### src/rtl/window_mac.sv
// window_mac: pipelined signed dot product of a shift-register tap window with a loadable kernel.
// Optional build macro WINDOW_MAC_SATURATE_EN clamps the result to the signed DATA_WIDTH range.
module window_mac #(
    parameter int SIZE       = 5,
    parameter int DATA_WIDTH = 16,
    parameter int ACC_WIDTH  = 35
) (
    input  logic                         clock,
    input  logic                         reset,
    input  logic [SIZE*DATA_WIDTH-1:0]   window_in,
    input  logic                         window_valid,
    input  logic                         flush,
    input  logic                         kernel_load,
    input  logic [SIZE*DATA_WIDTH-1:0]   kernel_in,
    output logic [ACC_WIDTH-1:0]         result_out,
    output logic                         result_valid,
    output logic                         primed
);

    localparam int PROD_WIDTH = 2 * DATA_WIDTH;
    localparam int CNT_WIDTH  = $clog2(SIZE + 1);
    localparam logic [CNT_WIDTH-1:0] CNT_FULL = CNT_WIDTH'(SIZE);
    localparam logic [CNT_WIDTH-1:0] CNT_LAST = CNT_WIDTH'(SIZE - 1);

    // Handshake: window_valid is a one-cycle strobe with no back-pressure; result_valid
    // follows three cycles later only for full windows, and flush wins over window_valid.

    logic signed [DATA_WIDTH-1:0] coef [SIZE];
    logic [CNT_WIDTH-1:0]         warm_count;
    logic signed [PROD_WIDTH-1:0] s1_prod [SIZE];
    logic                         s1_valid;
    logic                         s2_valid;
    logic                         s3_valid;
    logic signed [ACC_WIDTH-1:0]  sum_next;
    logic signed [ACC_WIDTH-1:0]  s2_sum;
    logic signed [ACC_WIDTH-1:0]  s3_value;
    logic [ACC_WIDTH-1:0]         result_q;
    logic                         accept;
    logic                         full;

    assign accept = window_valid & ~flush;
    assign full   = accept & (warm_count >= CNT_LAST);

    // The coefficient registers update on the same edge that S1 samples them,
    // so a colliding window still sees the old kernel.
    always_ff @(posedge clock or posedge reset) begin
        if (reset) begin
            for (int k = 0; k < SIZE; k++) begin
                coef[k] <= '0;
            end
        end else if (kernel_load) begin
            for (int k = 0; k < SIZE; k++) begin
                coef[k] <= $signed(kernel_in[k*DATA_WIDTH +: DATA_WIDTH]);
            end
        end
    end

    always_ff @(posedge clock or posedge reset) begin
        if (reset) begin
            warm_count <= '0;
        end else if (flush) begin
            warm_count <= '0;
        end else if (window_valid && (warm_count != CNT_FULL)) begin
            warm_count <= warm_count + CNT_WIDTH'(1);
        end
    end

    always_ff @(posedge clock or posedge reset) begin
        if (reset) begin
            for (int k = 0; k < SIZE; k++) begin
                s1_prod[k] <= '0;
            end
        end else if (accept) begin
            for (int k = 0; k < SIZE; k++) begin
                s1_prod[k] <= $signed(window_in[k*DATA_WIDTH +: DATA_WIDTH]) * coef[k];
            end
        end
    end

    always_comb begin
        sum_next = '0;
        for (int k = 0; k < SIZE; k++) begin
            sum_next = sum_next + ACC_WIDTH'(s1_prod[k]);
        end
    end

    always_ff @(posedge clock or posedge reset) begin
        if (reset) begin
            s2_sum <= '0;
        end else if (s1_valid) begin
            s2_sum <= sum_next;
        end
    end

`ifdef WINDOW_MAC_SATURATE_EN
    localparam logic signed [ACC_WIDTH-1:0] SAT_MAX =
        {{(ACC_WIDTH-DATA_WIDTH+1){1'b0}}, {(DATA_WIDTH-1){1'b1}}};
    localparam logic signed [ACC_WIDTH-1:0] SAT_MIN =
        {{(ACC_WIDTH-DATA_WIDTH+1){1'b1}}, {(DATA_WIDTH-1){1'b0}}};

    always_comb begin
        s3_value = s2_sum;
        if (s2_sum > SAT_MAX) begin
            s3_value = SAT_MAX;
        end else if (s2_sum < SAT_MIN) begin
            s3_value = SAT_MIN;
        end
    end
`else
    always_comb begin
        s3_value = s2_sum;
    end
`endif

    // The output register only moves on a live full window, so bubbles and
    // flushed slots leave result_out holding its last value.
    always_ff @(posedge clock or posedge reset) begin
        if (reset) begin
            result_q <= '0;
        end else if (s2_valid && !flush) begin
            result_q <= s3_value;
        end
    end

    always_ff @(posedge clock or posedge reset) begin
        if (reset) begin
            s1_valid <= 1'b0;
            s2_valid <= 1'b0;
            s3_valid <= 1'b0;
        end else if (flush) begin
            s1_valid <= 1'b0;
            s2_valid <= 1'b0;
            s3_valid <= 1'b0;
        end else begin
            s1_valid <= full;
            s2_valid <= s1_valid;
            s3_valid <= s2_valid;
        end
    end

    assign result_out   = result_q;
    assign result_valid = s3_valid;
    assign primed       = (warm_count == CNT_FULL);

endmodule

### config.mk
export PLATFORM = sky130hd
export DESIGN_NAME = window_mac
export DESIGN_NICKNAME = d
export VERILOG_FILES = /design/src/rtl/window_mac.sv
export SDC_FILE = /design/constraint.sdc
export NUM_CORES = 2
export LEC_CHECK = 0
export ABC_CLOCK_PERIOD_IN_PS = 24700
export BUFFER_PORTS_ARGS = -buffer_cell sky130_fd_sc_hd__buf_2
export CAP_MARGIN = 20
export CORE_ASPECT_RATIO = 2
export CORE_MARGIN = 1.5
export CORE_UTILIZATION = 65
export CTS_CLUSTER_DIAMETER = 150
export CTS_CLUSTER_SIZE = 12
export DETAILED_ROUTE_END_ITERATION = 8
export GPL_TIMING_DRIVEN = 0
export MAX_ROUTING_LAYER = met4
export PLACE_DENSITY = 0.82
export RECOVER_POWER = 25
export SETUP_SLACK_MARGIN = 0.5
export SYNTH_ARGS = -nofsm -noshare
export SYNTH_HDL_FRONTEND = slang
export SYNTH_SLANG_ARGS = --single-unit
export TNS_END_PERCENT = 50
### constraint.sdc
create_clock -name clock -period 24.7 [get_ports clock]
set_clock_uncertainty 0.15 [all_clocks]
set_input_delay 2.47 -clock clock [delete_from_list [all_inputs] [get_ports clock]]
set_output_delay 2.47 -clock clock [all_outputs]
set_load 0.01 [all_outputs]
After elaboration in Yosys (flattened, before gate mapping)
Index checks and enable logic that the tools add are counted.
{"block": "totals", "reg_bits": 316}
{"block": "op_classes", "order_cmp": 1, "addsub": 5, "n_eq_ne": 2, "mul": 5, "n_bitwise": 3, "n_reduce_logical": 4, "mux": 5}
{"cell": "$mul A16 B16 Y32", "count": 5}
{"cell": "$add A34 B32 Y35", "count": 1}
{"cell": "$add A35 B32 Y35", "count": 1}
{"cell": "$add A33 B32 Y34", "count": 1}
{"cell": "$add A32 B32 Y33", "count": 1}
{"cell": "$mux W3", "count": 2}
{"cell": "$add A3 B1 Y3 const B", "count": 1}
{"cell": "$eq A3 B3 Y1 const B", "count": 1}
{"cell": "$ge A3 B3 Y1 const B", "count": 1}
{"cell": "$mux W1", "count": 3}
{"cell": "$ne A3 B3 Y1 const B", "count": 1}
{"cell": "$and A1 B1 Y1", "count": 2}
{"cell": "$logic_and A1 B1 Y1", "count": 2}
{"cell": "$reduce_bool A2 Y1", "count": 1}
{"cell": "$logic_not A1 Y1", "count": 1}
{"cell": "$not A1 Y1", "count": 1}

Longest topological paths before layout
{"block": "logic_depth", "word_depth": 4, "mapped_depth": 26, "depth_no_buf": 25}

Worst setup path before layout
No wires, ideal clock.
{"block": "synth_path", "path_type": "input to register", "startpoint": "input port window_in[31]", "endpoint": "register s1_prod[126] in the netlist's numbering", "setup_time_ns": 0.133, "cell_stages": 22, "slack_ns": 16.025, "t_arrival_ns": 8.392, "cell_sequence": "clkbuf_1 > nand2_1 > inv_1 > fa_1 > fa_1 > fa_1 > fa_1 > fa_1 > inv_1 > fa_1 > inv_1 > ha_1 > a21o_1 > a21o_1 > a21o_1 > or3_1 > or2_2 > a221oi_1 > nor3_1 > o31ai_1 > xor2_1 > o21ai_0"}
{"block": "synth_via", "elab_chain_cells": 1}
{"item": "from (decl)", "line_no": "10", "source": "input logic [SIZE*DATA_WIDTH-1:0] window_in,"}
{"item": "$mul A16 B16 Y32", "line_no": "75", "source": "s1_prod[k] <= $signed(window_in[k*DATA_WIDTH +: DATA_WIDTH]) * coef[k];"}
{"item": "to (signal, indexed assignment)", "line_no": "75"}
{"item": "to (decl)", "line_no": "30", "source": "logic signed [PROD_WIDTH-1:0] s1_prod [SIZE];"}
Every way passes these cells.
A chain may end at the register's enable or synchronous reset.

Final worst setup path
{"block": "layout_path", "startpoint": "input port window_in[41]", "endpoint": "register s1_prod[95] in the netlist's numbering"}
Same word-level chain as after synthesis.

==> impl_metrics.py <==
metrics = {
    "die": {
        "core_area_mm2": 0.0971,
        "die_h_um": 445,
        "die_area_mm2": 0.0998,
        "placementRows": 162,
        "num_io_pins": 202,
        "dieWidth_um": 224,
        "initial_core_util_pct": 65.5,
    },
    "place": {
        "hpwl_um": 157000,
        "gp_congestion": 1.08,
        "io_buffers": 200,
    },
    "logic_synthesis": {
        "synth.net_count": 8567,
        "synth-seq-cells": 316,
        "async_flop_share_pct": 100,
        "syn_inst": 6547,
        "avgSynthCellArea_um2": 9.71,
        "yosysWarnings": 0,
        "synth-edff-count": 0,
        "synthTopCellsByCount": "inv_1 (1455), fa_1 (1408), nand2_1 (876)",
        "netlist_area_mm2": 0.0636,
        "yosysTopAreaCell": "fa_1",
        "synth.distinct_cells": 63,
        "synth_top_area_share_pct": 44.3,
        "synth_area_leaders": "fa_1 (44%), dfrtp_1 (12%), ha_1 (8.8%), inv_1 (8.6%), and2_1 (6.0%)",
        "synthFlopType": "dfrtp_1",
        "synth.yosys.seq_area_share_pct": 12.4,
        "yosysMostFrequentCell": "inv_1",
    },
    "global_routing": {
        "grt_max_degree": 117,
        "grt_use_total_pct": 40.1,
        "gr-total-overflow": 0,
        "antenna_found_initial": 7,
        "grt_pass1_vias": 53200,
        "grt_pass1_wl_um": 289000,
    },
    "finish": {
        "fillCellCount": 7503,
        "final_core_util_pct": 69.0,
        "final_layout_size_suffix_gt1_share_pct": 5.63,
        "syn_to_final_growth_pct": 5.40,
        "fin_nets": 8804,
    },
    "route": {
        "ant_nets": 0,
        "drt_first_pass_iters": 6,
        "vias": 47200,
        "route.detailed.wl_per_inst_um": 23.0,
        "vias_per_cell": 5.89,
        "drt-initial-drc-count": 3174,
        "totalWireLength_um": 185000,
        "drc_errors": 0,
    },
    "clocking": {
        "h-tree-depth": 1,
        "clkSinkCount": 316,
        "clock_latency_ps": 690,
        "clockBufferDepth": 3,
        "clk_pin_slew_worst_paths_ps": 60,
        "hold_buffers": 0,
        "cts-root-buf": "clkbuf_16",
        "cts_tree": "yes",
        "post_cts_buffers": 0,
        "ctsResizeCount": 0,
        "cts_made_buffers": 30,
    },
    "hold_path": {
        "min_path_type": "reg2reg",
        "min_path_cells": 2,
        "min_from": "s2_sum[24]",
        "hold_end": "s2_sum[24]",
    },
    "sta": {
        "tightestPinTransition_ps": 6710,
        "timing.final.crit_share_pct": 38.5,
        "finalSetupViolations": 0,
        "rsz0062_at_grt": "false",
        "slew_headroom_pct": -347,
        "final.setup.tns_ps": 0,
        "final_max_slew_viol_count": 151,
        "hold_viol": 0,
        "max_clock_freq_mhz": 105,
        "period_minus_slack_ps": 9500,
    },
    "worst_setup_path": {
        "critPathLaunchType": "primary input",
        "crit_required_ps": 25070,
        "r2r_slack_ps": 16400,
        "critPathMaxFanout": 10,
        "criticalPathCategory": "in2reg",
        "r2r-start": "coef[34]",
        "critPathArrivalTime_ps": 9880,
        "end_kind": "flop",
        "reg2reg_depth": 23,
        "reg2reg_to": "s1_prod[95]",
    },
    "outcome": {
        "outcome": "finished, violations left",
        "violations": "max-capacitance violations, max-slew violations",
    },
    "run": {
        "cap_viol_max_count": 2,
    },
}
-- logic make-up (layout without fill, tap and decap cells) --
kind of cell	Yosys count	in the layout	share of synthesized area (%)
flip-flops	316	316	12.4
XOR/XNOR	202	202	2.78
adder cells (fa/ha/maj)	1855	1855	53.1
buffers and inverters	1685	1924	9.95
AO/OA/AOI/OAI	566	566	5.74
multiplexers	136	136	2.41
other	0	8	0
AND/OR/NAND/NOR	1787	1787	13.5
-- critical path, stage by stage --
cell and delay (ps):
buf_2 200, clkbuf_1 490, nand2_1 170, fa_1 530
fa_1 590, fa_1 470, fa_1 590, inv_1 60
fa_1 470, inv_1 50, fa_1 360, inv_1 140
ha_1 300, clkbuf_1 220, a21o_1 190, a21o_1 180
a211oi_1 250, o211ai_1 230, a211oi_1 300, o21ai_0 290
a211oi_1 550, a31oi_1 260, xnor2_1 390, o21ai_0 130
-- registers in the layout, indices dropped and copies added, names as in the netlist --
name,count
s1_prod,160
coef,80
result_out,35
s2_sum,35
warm_count,3
result_valid,1
s1_valid,1
s2_valid,1
-- worst max-delay path by stage --
stage                  start     endpoint  cells past startpoint
2_1_floorplan          reset      coef[0]                      1
3_3_place_gp           reset     coef[79]                      2
3_5_place_dp   window_in[41]  s1_prod[95]                     22
4_1_cts        window_in[41]  s1_prod[95]                     24
5_1_grt                reset  s1_prod[68]                      3
6_report       window_in[41]  s1_prod[95]                     24
-- final cells by class --
type	instances	area (µm²)	area share, %
Clock buffer	32	768	1.15
Inverter	1455	5460	8.15
Tap cell	1230	1540	2.30
Timing Repair Buffer	205	1070	1.59
Antenna cell	8	20.0	0.0299
Multi-Input combinational cell	4546	49300	73.6
Sequential cell	316	7910	11.8
Buffer	230	866	1.29
Clock inverter	2	37.5	0.0560
-- per-stage QoR --
stage / hold slack (ps) / area [µm²] / cells / worst slack [ps]
final: 327 / 67000 / 8024 / 15200
after global routing: 346 / 67000 / 8024 / 14110
after CTS: 326 / 67000 / 8014 / 15350
after detailed placement: 312 / 66200 / 7980 / 14680
after global placement: 305 / 66100 / 7977 / 9470
after floorplan: 293 / 63600 / 6547 / 13340
-- placed cells by master, fill, tap and decap left out, types with 5 or more instances in the layout --
cell type / netlist / routed
o31ai_1: 18 / 18
buf_2: 0 / 199
nand3_1: 32 / 32
nand2b_1: 36 / 36
o31a_1: 5 / 5
fa_1: 1408 / 1408
o21ai_0: 177 / 177
a21o_1: 74 / 74
and2_1: 612 / 612
or3_1: 13 / 13
xnor2_1: 136 / 136
nor2b_1: 17 / 17
diode_2: 0 / 8
nand4_1: 13 / 13
nand3b_1: 5 / 5
a2111oi_0: 5 / 5
dfrtp_1: 316 / 316
a211o_1: 8 / 8
nor3_1: 25 / 25
o211ai_1: 7 / 7
clkbuf_1: 223 / 228
o2111ai_1: 9 / 9
ha_1: 447 / 447
a211oi_1: 22 / 22
o41ai_1: 6 / 6
and3_1: 11 / 11
a31oi_1: 25 / 25
o21bai_1: 26 / 26
o21ai_1: 5 / 5
xor2_1: 66 / 66
mux2_2: 134 / 134
a21oi_1: 107 / 107
o21a_1: 35 / 35
inv_1: 1455 / 1454
clkbuf_16: 0 / 30
buf_1: 7 / 5
nand2_1: 876 / 876
nor2_1: 132 / 132
-- per-layer routing --
| layer | vias to the layer above | routed length (µm) | global-route usage (%) |
|---|---|---|---|
| li1 | 20000 | - | - |
| met1 | 24000 | 54700 | 37.6 |
| met2 | 2169 | 95600 | 68.9 |
| met3 | 1075 | 12000 | 6.54 |
| met4 | 0 | 22500 | 37.8 |
| met5 | - | 0 | - |
Power is not shown: default switching activity piles up to over one toggle a cycle in this logic, so the estimate is an artifact.
